[src/rtl/ped_request.sv]
// Pedestrian push-button front end: sync + debounce, one latched request held
// until acknowledged, blinking WAIT LED while pending, press lockout after ack.
module ped_request #(
    parameter int DEBOUNCE_TICKS = 160000,
    parameter int BLINK_TICKS    = 4000000,
    parameter int LOCKOUT_TICKS  = 32000000
) (
    input  logic       pin3_clk_16mhz,
    input  logic       rst,
    input  logic       pin9_ped_button,
    input  logic       ped_ack,
    output logic       ped_req,
    output logic       pin10_wait_led,
    output logic [7:0] press_count
);
    localparam int DW = $clog2(DEBOUNCE_TICKS);
    localparam int BW = $clog2(BLINK_TICKS);
    localparam int LW = $clog2(LOCKOUT_TICKS);

    typedef enum logic [1:0] {IDLE, PENDING, LOCKOUT} state_t;

    logic          s1, s2, stable, stable_d;
    logic [DW-1:0] dcnt;
    logic          press;

    state_t        state, next_state;
    logic [BW-1:0] bcnt, bcnt_next;
    logic [LW-1:0] lcnt, lcnt_next;
    logic          req_next, led_next;

    always_ff @(posedge pin3_clk_16mhz) begin
        if (rst) begin
            s1       <= 1'b0;
            s2       <= 1'b0;
            stable   <= 1'b0;
            stable_d <= 1'b0;
            dcnt     <= '0;
        end else begin
            s1       <= pin9_ped_button;
            s2       <= s1;
            stable_d <= stable;
            if (s2 == stable) begin
                dcnt <= '0;
            end else if (dcnt == DW'(DEBOUNCE_TICKS - 1)) begin
                stable <= s2;
                dcnt   <= '0;
            end else begin
                dcnt <= dcnt + 1'b1;
            end
        end
    end

    // Only the rising edge of the debounced level is a press; release is silent.
    assign press = stable & ~stable_d;

    always_ff @(posedge pin3_clk_16mhz) begin
        if (rst) begin
            press_count <= 8'd0;
        end else if (press && press_count != 8'hff) begin
            press_count <= press_count + 8'd1;
        end
    end

    always_ff @(posedge pin3_clk_16mhz) begin
        if (rst) begin
            state          <= IDLE;
            bcnt           <= '0;
            lcnt           <= '0;
            ped_req        <= 1'b0;
            pin10_wait_led <= 1'b0;
        end else begin
            state          <= next_state;
            bcnt           <= bcnt_next;
            lcnt           <= lcnt_next;
            ped_req        <= req_next;
            pin10_wait_led <= led_next;
        end
    end

    always_comb begin
        next_state = state;
        case (state)
            IDLE:    if (press) next_state = PENDING;
            PENDING: if (ped_ack) next_state = LOCKOUT;
            LOCKOUT: if (lcnt == LW'(LOCKOUT_TICKS - 1)) next_state = IDLE;
            default: next_state = IDLE;
        endcase
    end

    // Outputs are registered from next_state so they line up with the state reg.
    always_comb begin
        req_next  = (next_state == PENDING);
        led_next  = 1'b0;
        bcnt_next = '0;
        lcnt_next = '0;
        if (next_state == PENDING) begin
            if (state != PENDING) begin
                led_next = 1'b1;
            end else if (bcnt == BW'(BLINK_TICKS - 1)) begin
                led_next = ~pin10_wait_led;
            end else begin
                led_next  = pin10_wait_led;
                bcnt_next = bcnt + 1'b1;
            end
        end
        if (state == LOCKOUT && next_state == LOCKOUT) begin
            lcnt_next = lcnt + 1'b1;
        end
    end
endmodule

[config.mk]
export PLATFORM = sky130hd
export DESIGN_NAME = ped_request
export DESIGN_NICKNAME = d
export VERILOG_FILES = /design/src/rtl/ped_request.sv
export SDC_FILE = /design/constraint.sdc
export NUM_CORES = 1
export LEC_CHECK = 0
export ABC_AREA = 1
export CAP_MARGIN = 20
export CELL_PAD_IN_SITES_DETAIL_PLACEMENT = 0
export CELL_PAD_IN_SITES_GLOBAL_PLACEMENT = 1
export CORE_MARGIN = 2
export CORE_UTILIZATION = 45
export DETAILED_ROUTE_END_ITERATION = 6
export GPL_ROUTABILITY_DRIVEN = 0
export PLACE_DENSITY_LB_ADDON = 0.1
export REMOVE_ABC_BUFFERS = 1
export SLEW_MARGIN = 20
export SYNTH_ARGS = -nofsm -noshare
export SYNTH_HDL_FRONTEND = slang
export SYNTH_SLANG_ARGS = --single-unit
export TNS_END_PERCENT = 10
[constraint.sdc]
create_clock -name pin3_clk_16mhz -period 3.3 [get_ports pin3_clk_16mhz]
set_clock_uncertainty 0.1 [all_clocks]
set_input_delay 0.66 -clock pin3_clk_16mhz [delete_from_list [all_inputs] [get_ports pin3_clk_16mhz]]
set_output_delay 0.66 -clock pin3_clk_16mhz [all_outputs]
set_load 0.01 [all_outputs]
# Word-level counts from Yosys, hierarchy flattened
# Index checks and enable logic that the tools add are counted.
# classes
add_sub_neg,4
mul,0
div_mod_pow,0
order_cmp,0
n_eq_ne,10
shift,0
n_mux,6
bitwise_logic,6
reduce_logical,9
# op_table
op,count
"25-bit by 1-bit adder with 25-bit output, second input constant",1
"25-bit equality test, second input constant",1
"22-bit by 1-bit adder with 22-bit output, second input constant",1
"22-bit equality test, second input constant",1
"18-bit by 1-bit adder with 18-bit output, second input constant",1
"18-bit equality test, second input constant",1
"8-bit by 1-bit adder with 8-bit output, second input constant",1
"8-bit inequality test, second input constant",1
2-bit 2-to-1 mux,3
2-bit case mux with 3 select lines,1
1-bit inverter,5
"2-bit by 1-bit equality test with 1-bit output, second input constant",2
"2-bit equality test, second input constant",2
2-bit OR reduction,2
4-bit OR reduction,1
3-bit OR reduction,1
1-bit logical AND,2
2-bit zero test,1
1-bit 2-to-1 mux,2
"2-bit by 1-bit inequality test with 1-bit output, second input constant",1
2-bit AND reduction,1
2-bit nonzero test,1
1-bit bitwise AND,1
1-bit equality test,1
# totals
ff_bits,81
latchBits,0
ram_bits,0
romBits,0
inputBits,4
output_inout_bits,10
elab_cells,46
mem_count,0

# Depth between registers and ports, before layout
# Gate-level depths: netlist of the first run.
# depth
depth_word,8
depth_mapped,9
depth_no_buf,9

# Least setup slack after synthesis of the first run
# OpenSTA, ideal clock, no wires.
# synth_path
kind,input to register
startpoint,in rst
endpoint,reg bcnt[15]
setup_ps,73
t_arrival_ps,1501
required_time_ps,3127
setup_slack_ps,1626
path_stages,7
path_buffers,2
cell_sequence,buf_2 -> inv_2 -> nand3_2 -> nor2_4 -> nand3_2 -> buf_6 -> nor3_2
# synth_via
elab_chain_len,1
# synth_lines
element,line,source
from (decl),9,"input logic rst,"
4-bit OR reduction (no source line),--,
to (signal assigned),73,bcnt <= bcnt_next;
to (decl),27,"logic [BW-1:0] bcnt, bcnt_next;"
# No other way between the ends.
# A chain may end at the register's enable or synchronous reset.

# Worst setup path in the final report of the first run
# layout_path
startpoint,in rst
endpoint,reg bcnt[2]
# The elaborated chain is that of the path after synthesis.

==> flow_metrics.py, run 1 <==
metrics = {
    "status": {
        "status": "completed",
    },
    "global_routing": {
        "antenna_found_initial": 0,
        "overflow": 0,
        "grt_pass1_wl_um": 14400,
        "grt_max_degree": 26,
        "grt_usage": 0.175,
        "grt_pass1_vias": 3277,
    },
    "timing": {
        "setup-tns-final_ps": 0,
        "hold_viol": 0,
        "max_freq_ghz": 0.436,
        "drv_slew": 0,
        "period_share": 0.695,
        "setup_violations": 0,
        "worstMarginPinSlew_ps": 559,
        "period_needed_ps": 2290,
        "slew_headroom": 0.627,
        "rsz0062_at_grt": "no",
    },
    "drt": {
        "firstDrtPassIters": 4,
        "wl_met3_um": 220,
        "dr_total_vias": 3468,
        "drtIter0Drc": 73,
        "viasPerCell": 4.81,
        "wl_per_cell_um": 11.1,
        "wl_met2_um": 3480,
        "drt-total-wl_um": 7980,
        "met1_length_um": 4200,
        "drc": 0,
        "top_layer": "met4",
        "ant_nets": 0,
    },
    "worst_setup_path": {
        "crit_family": "simple AND/OR/NAND/NOR gates",
        "critPathRequiredTime_ps": 3460,
        "rrSetupSlack_ps": 1260,
        "cp.buffers_inverters": 2,
        "crit_chain": "clkdlybuf4s50_1 > inv_2 > nand3_2 > nor2_4 > nand3_2 > nor3_1",
        "worstPathMaxFanout": 22,
        "reg2regPathDepth": 8,
        "endpoint_kind": "flip-flop",
        "cp.arrival_ps": 2450,
        "crit_top_cell": "nand3_2",
        "crit_path_max_incr_delay_ps": 620,
        "cp_slowest_cell": "clkdlybuf4s50_1",
        "rr_endpoint": "lcnt[24]$_SDFF_PP0_",
        "crit_type": "input pin to flip-flop",
        "r2r_start": "lcnt[0]$_SDFF_PP0_",
        "critPathLaunchType": "input pin",
    },
    "logic_synthesis": {
        "syn_inst": 591,
        "synth_top_area_share": 0.398,
        "synth-seq-area-share": 0.398,
        "synth.distinct_cells": 28,
        "synth_top_area_cell": "dfxtp_1",
        "synth.area.top_cells": "dfxtp_1, nand2_1, nor2_1",
        "synth-seq-cells": 81,
        "syn_avg_cell_area_um2": 6.90,
        "synthesis.area_mm2": 0.00408,
        "synth_warnings": 0,
    },
    "clock_tree": {
        "cts_root_buf": "clkbuf_8",
        "clk_latency_ps": 350,
        "htreeDepth": 3,
        "path_clk_slew_ps": 80,
        "cts_setup_buffers": 0,
        "cts_tree": "built",
        "cts_buffers": 9,
        "hold_buffers": 0,
        "cts_buffer_depth": 2,
        "cts_resized": 0,
        "cts.sinks": 81,
    },
    "power": {
        "ir_drop_v": 0.000213,
        "leakage_nw": 1.44,
        "p_per_area_mw_per_mm2": 401,
    },
    "job": {
        "drv_cap": 0,
    },
    "place": {
        "dp_cells": 705,
        "portBuffers": 13,
        "dp_hpwl_um": 5720,
    },
    "die": {
        "die_h_um": 99.2,
        "pin_count": 14,
        "die_w_um": 99.2,
        "start_util": 0.465,
        "dieArea_mm2": 0.00984,
        "coreArea_mm2": 0.00876,
        "num_rows": 34,
    },
    "worst_hold_path": {
        "hold_end": "s2$_SDFF_PP0_",
        "hp-class": "flip-flop to flip-flop",
        "hp-start": "s1$_SDFF_PP0_",
        "hold_depth": 2,
    },
    "final_layout": {
        "drive_gt1_frac": 0.0848,
        "fin_nets": 616,
        "stdcell_count": 721,
        "num_antenna_cells": 0,
        "syn_to_final_growth_pct": 10.1,
    },
}
==> final cells by class <==
class	instances	area, um^2
clock buffer	11	141
tap	108	135
sequential	81	1620
timing repair buffer	13	130
inverter	70	263
clock inverter	5	78.8
multi-input combinational	433	2120
fill	921	4270
==> metal layers <==
layer / GRT usage / up-vias
li1: - / 1879
met2: 0.279 / 34
met3: 0.0401 / 7
met1: 0.236 / 1548
met4: 0.0580 / 0
met5: 0 / -
==> stage by stage <==
step | cell area, um^2 | setup WS, ps | util | hold slack, ps | power [W]
after CTS | 4490 | 981 | 0.512 | 317 | 0.00184
after detailed placement | 4270 | 607 | 0.487 | 301 | 0.00102
after global routing | 4490 | 807 | 0.512 | 334 | 0.00187
final | 4490 | 1010 | 0.512 | 311 | 0.00180
after global placement | 4270 | 659 | 0.487 | 301 | 0.00102
after floorplan | 4010 | 1640 | - | 288 | 0.00101
==> worst max path at each step <==
stage          start            endpoint  slack, ps  depth (start not counted)
3_3_place_gp     rst  bcnt[2]$_SDFF_PP0_        660                          6
3_5_place_dp     rst  bcnt[5]$_SDFF_PP0_        610                          6
2_1_floorplan    rst  bcnt[2]$_SDFF_PP0_       1640                          5
6_report         rst  bcnt[2]$_SDFF_PP0_       1010                          6
5_1_grt          rst  bcnt[2]$_SDFF_PP0_        810                          6
4_1_cts          rst  bcnt[2]$_SDFF_PP0_        980                          6
==> cell usage after synthesis <==
cell type and n:
nor2_4 4, ha_1 4, buf_2 1, o21bai_1 1
and2_1 1, and3_1 2, nor3_2 3, or2_2 5
inv_1 66, nor2_1 113, nand3_1 30, dfxtp_1 81
inv_2 4, nand3_2 7, xnor2_1 9, a21oi_2 4
nand2_1 152, nor2_2 7, a21oi_1 28, xor2_1 19
nand2_4 1, nand2_2 2, nand4_1 11, buf_6 6
o21ai_0 10, nand3b_1 6, nor3_1 13, or2_0 1
==> tightest hold or removal path: cells and delay by family (launching register included) <==
| kind | cells | cell delay, ps |
|---|---|---|
| AND/OR/NAND/NOR | 1 | 30 |
| buffers and inverters | 1 | 40 |
| flip-flops | 1 | 300 |
==> kinds of logic (layout without fill, tap and decap cells) <==
group	after synthesis	count (layout)	synth area share
compound gates	43	43	0.0571
xor+xnor	28	28	0.0601
fa+ha+maj	4	4	0.0123
buf+inv	77	99	0.0822
flops	81	81	0.398
simple gates	358	358	0.391
==> sequential cells by signal, indices dropped and copies added (netlist names) <==
signal	cells
ped_req	1
state	2
stable_d	1
s1	1
lcnt	25
stable	1
bcnt	22
dcnt	18
pin10_wait_led	1
press_count	8
s2	1
==> power by group <==
part / internal, W / switching, W / total [W]
Combinational: 0.00000548 / 0.00000808 / 0.0000136
Sequential: 0.000978 / 0.00000102 / 0.000979
Clock: 0.000446 / 0.000361 / 0.000808
==> cells in the final DEF (no fill, tap or decap), types with 2 or more instances in the layout <==
master	netlist	layout
nand2_2	2	2
dfxtp_1	81	81
inv_2	4	4
nor2_1	113	113
or2_2	5	5
nor2_2	7	7
clkinv_2	0	2
a21oi_2	4	4
bufinv_16	0	2
xnor2_1	9	9
and3_1	2	2
nor3_1	13	13
nand3b_1	6	6
nand2_1	152	152
ha_1	4	4
o21ai_0	10	10
nand3_2	7	7
xor2_1	19	19
a21oi_1	28	28
nor3_2	3	3
nand4_1	11	11
inv_1	66	66
nand3_1	30	30
nor2_4	4	4
clkbuf_8	0	10
clkdlybuf4s50_1	0	13
Power figures use the tool's default switching activity.
==> inputs of run 2 (changes only) <==
- CORE_UTILIZATION: 45 -> 40
- clock period: 3.3 -> 1.9 ns (I/O delays scaled with it)
==> flow_metrics.py, run 2 (synthesis gave the netlist of run 1 again) <==
metrics = {
    "worst_setup_path": {
        "rr_endpoint": "bcnt[20]$_SDFF_PP0_",
        "crit_chain": "clkdlybuf4s50_1",
        "crit_family": "buffers and inverters",
        "critPathLaunchType": "flip-flop",
        "cp_slowest_cell": "clkdlybuf4s50_1",
        "startpoint": "press_count[2]$_SDFFE_PP0P_",
        "crit_type": "flip-flop to primary output",
        "worstPathMaxFanout": 5,
        "cp.arrival_ps": 1330,
        "cp.buffers_inverters": 1,
        "rrSetupSlack_ps": 160,
        "crit_path_max_incr_delay_ps": 560,
        "critPathRequiredTime_ps": 1420,
        "r2r_start": "bcnt[0]$_SDFF_PP0_",
        "reg2regPathDepth": 7,
        "endpoint_kind": "primary output",
    },
    "worst_hold_path": {
        "hold_end": "s2$_SDFF_PP0_",
        "hp-start": "s1$_SDFF_PP0_",
        "hold_depth": 2,
        "hp-class": "flip-flop to flip-flop",
    },
    "global_routing": {
        "grt_pass1_wl_um": 14300,
        "antenna_found_initial": 0,
        "grt_max_degree": 26,
        "grt_usage": 0.158,
        "overflow": 0,
        "grt_pass1_vias": 3302,
    },
    "timing": {
        "slew_headroom": 0.674,
        "setup-tns-final_ps": 0,
        "rsz0062_at_grt": "no",
        "setup_violations": 0,
        "period_needed_ps": 1810,
        "period_share": 0.954,
        "hold_viol": 0,
        "drv_slew": 0,
        "worstMarginPinSlew_ps": 485,
        "max_freq_ghz": 0.552,
    },
    "clock_tree": {
        "cts_buffer_depth": 2,
        "htreeDepth": 3,
        "cts_root_buf": "clkbuf_8",
        "cts_tree": "built",
        "clk_latency_ps": 360,
        "cts_buffers": 9,
        "cts_setup_buffers": 0,
        "path_clk_slew_ps": 90,
        "cts.sinks": 81,
    },
    "final_layout": {
        "drive_gt1_frac": 0.0984,
        "num_antenna_cells": 0,
        "reg_top3": "lcnt: 25 flops, bcnt: 22 flops, dcnt: 18 flops",
        "layout.cells.most_common": "nand2_1",
        "top_register": "lcnt",
        "syn_to_final_growth_pct": 12.2,
        "mostFrequentLayoutCells": "nand2_1, nor2_1, dfxtp_1",
        "largest_reg_flops": 25,
        "stdcell_area_mm2": 0.00458,
        "fin_nets": 623,
    },
    "power": {
        "ir_drop_v": 0.000512,
        "p_per_area_mw_per_mm2": 652,
        "leakage_nw": 1.46,
    },
    "job": {
        "drv_cap": 0,
    },
    "die": {
        "pin_count": 14,
        "num_rows": 36,
        "die_w_um": 105,
        "coreArea_mm2": 0.00982,
        "start_util": 0.415,
        "dieArea_mm2": 0.0110,
        "die_h_um": 105,
    },
    "place": {
        "place_area_mm2": 0.00438,
        "dp_hpwl_um": 6050,
        "portBuffers": 13,
    },
    "drt": {
        "ant_nets": 0,
        "wl_per_cell_um": 10.9,
        "drt-total-wl_um": 8180,
        "viasPerCell": 4.66,
        "drc": 0,
        "drtIter0Drc": 143,
        "firstDrtPassIters": 4,
        "dr_total_vias": 3507,
    },
    "status": {
        "status": "completed",
    },
}
run 2: cell type report:
class / instances / area [um^2]
clock inverters: 7 / 71.3
fillers: 1086 / 5240
well taps: 133 / 166
inverters: 70 / 263
multi-input cells: 433 / 2120
flip-flops and latches: 81 / 1620
clock buffers: 9 / 124
repair buffers: 20 / 208
run 2: worst max path at each step:
stage	to	slack [ps]	cells past startpoint
2_1_floorplan	bcnt[11]$_SDFF_PP0_	280	6
3_3_place_gp	bcnt[2]$_SDFF_PP0_	110	7
3_5_place_dp	bcnt[2]$_SDFF_PP0_	80	7
4_1_cts	press_count[2]	50	1
5_1_grt	bcnt[5]$_SDFF_PP0_	4	7
6_report	press_count[2]	90	1
run 2: through the flow:
stage	setup WS, ps	hold slack (ps)	total power (W)	instances	utilization
2_1_floorplan	280	288	0.00175	584	-
3_3_place_gp	111	298	0.00177	737	0.446
3_5_place_dp	76.2	307	0.00177	737	0.446
4_1_cts	54.9	334	0.00305	753	0.466
5_1_grt	3.56	342	0.00311	753	0.466
6_report	87.4	323	0.00299	753	0.466
run 2: report_power, final:
group | switching (W) | leakage, nW | internal, W
Sequential | 0.00000117 | 0.653 | 0.00170
Clock | 0.000651 | 0.0912 | 0.000604
Combinational | 0.0000168 | 0.715 | 0.0000142
run 2: per-layer routing:
| layer | share of wire | global-route usage |
|---|---|---|
| met5 | 0 | 0 |
| met4 | 0.014 | 0.0486 |
| met3 | 0.030 | 0.0418 |
| met2 | 0.44 | 0.259 |
| met1 | 0.51 | 0.203 |
run 2: timing repair:
item,in CTS,in global routing
endpoints found under the setup margin,0,20
gates resized for setup,0,1
hold buffers,0,0
==> inputs of run 3 (changes only) <==
- MAX_ROUTING_LAYER: unset -> met4
==> flow_metrics.py, run 3 (synthesis gave the netlist of run 1 again) <==
metrics = {
    "status": {
        "status": "completed",
    },
    "die": {
        "num_rows": 36,
        "pin_count": 14,
        "die_h_um": 105,
        "dieArea_mm2": 0.0110,
        "start_util": 0.415,
        "coreArea_mm2": 0.00982,
        "die_w_um": 105,
    },
    "final_layout": {
        "utilization": 0.466,
        "num_antenna_cells": 0,
        "layout.cells.most_common": "nand2_1",
        "regArea_mm2": 0.00162,
        "multi_input_area_mm2": 0.00212,
        "nFillCells": 1086,
        "mostFrequentLayoutCells": "nand2_1, nor2_1, dfxtp_1",
        "top_register": "lcnt",
        "drive_gt1_frac": 0.0984,
        "largest_reg_flops": 25,
        "reg_top3": "lcnt: 25 flops, bcnt: 22 flops, dcnt: 18 flops",
        "fin_nets": 623,
        "stdcell_count": 753,
        "syn_to_final_growth_pct": 12.2,
    },
    "clock_tree": {
        "cts_tree": "built",
        "cts_root_buf": "clkbuf_8",
        "hold_buffers": 0,
        "clk_latency_ps": 360,
        "cts.sinks": 81,
        "cts_buffer_depth": 2,
        "cts_setup_buffers": 0,
        "cts_resized": 0,
        "htreeDepth": 3,
        "path_clk_slew_ps": 90,
        "cts_buffers": 9,
    },
    "timing": {
        "period_share": 0.953,
        "hold_viol": 0,
        "max_freq_ghz": 0.552,
        "setup-tns-final_ps": 0,
        "setup_violations": 0,
        "rsz0062_at_grt": "no",
        "drv_slew": 0,
        "hold_ws_ps": 323,
        "slew_headroom": 0.674,
        "period_needed_ps": 1810,
        "worstMarginPinSlew_ps": 485,
    },
    "global_routing": {
        "grt_pass1_wl_um": 14300,
        "antenna_found_initial": 0,
        "grt_pass1_vias": 3302,
        "grt_usage": 0.162,
        "overflow": 0,
        "grt_max_degree": 26,
    },
    "drt": {
        "dr_total_vias": 3497,
        "drc": 0,
        "ant_nets": 0,
        "wl_per_cell_um": 10.9,
        "viasPerCell": 4.64,
        "drt-total-wl_um": 8190,
        "firstDrtPassIters": 4,
        "wl_met3_um": 211,
        "wl_met2_um": 3660,
        "top_layer": "met4",
        "met1_length_um": 4220,
        "drtIter0Drc": 139,
    },
    "worst_setup_path": {
        "critPathLaunchType": "flip-flop",
        "worstPathMaxFanout": 5,
        "cp.arrival_ps": 1330,
        "rrSetupSlack_ps": 160,
        "cp.buffers_inverters": 1,
        "crit_chain": "clkdlybuf4s50_1",
        "cp_slowest_cell": "clkdlybuf4s50_1",
        "crit_type": "flip-flop to primary output",
        "critPathRequiredTime_ps": 1420,
        "endpoint_kind": "primary output",
        "crit_family": "buffers and inverters",
        "crit_path_max_incr_delay_ps": 560,
    },
    "job": {
        "drv_cap": 0,
    },
    "place": {
        "dp_hpwl_um": 6050,
        "portBuffers": 13,
        "dp_cells": 737,
    },
    "worst_hold_path": {
        "hp-class": "flip-flop to flip-flop",
    },
    "power": {
        "p_per_area_mw_per_mm2": 652,
        "ir_drop_v": 0.000513,
        "leakage_nw": 1.46,
        "power_w": 0.00298,
    },
}
## run 3: cell type report
type	count	area share
clock buffers	9	0.0271
well taps	133	0.0364
multi-input cells	433	0.464
clock inverters	7	0.0156
flip-flops and latches	81	0.354
repair buffers	20	0.0454
inverters	70	0.0574
## run 3: report_power, final
| part | leakage (nW) | internal, W | switching (W) |
|---|---|---|---|
| Combinational | 0.715 | 0.0000142 | 0.0000168 |
| Sequential | 0.653 | 0.00170 | 0.00000117 |
| Clock | 0.0912 | 0.000604 | 0.000650 |
| Total | 1.46 | 0.00232 | 0.000668 |
## run 3: per-stage QoR
step           worst slack (ps)  area (um^2)
4_1_cts                    54.9         4570
5_1_grt                    3.58         4580
3_5_place_dp               76.2         4380
2_1_floorplan               280         4010
3_3_place_gp                111         4380
6_report                   88.6         4580
## run 3: final timing paths
| kind | start | to | depth (start not counted) |
|---|---|---|---|
| worst max-delay path | press_count[2]$_SDFFE_PP0P_ | press_count[2] | 1 |
| worst min-delay path | s1$_SDFF_PP0_ | s2$_SDFF_PP0_ | 2 |
| worst max register to register | bcnt[0]$_SDFF_PP0_ | bcnt[20]$_SDFF_PP0_ | 7 |
| worst min register to register | s1$_SDFF_PP0_ | s2$_SDFF_PP0_ | 2 |
## run 3: worst register-to-register path: cells and delay by family (launching register included)
family | cells | cell delay [ps]
compound gates | 1 | 200
simple gates | 5 | 780
fa+ha+maj | 1 | 250
flops | 1 | 370
## run 3: metal layers
metal	track usage	vias up
met2	0.259	30
met3	0.0418	7
met5	-	-
met4	0.0486	0
li1	-	1897
met1	0.203	1563
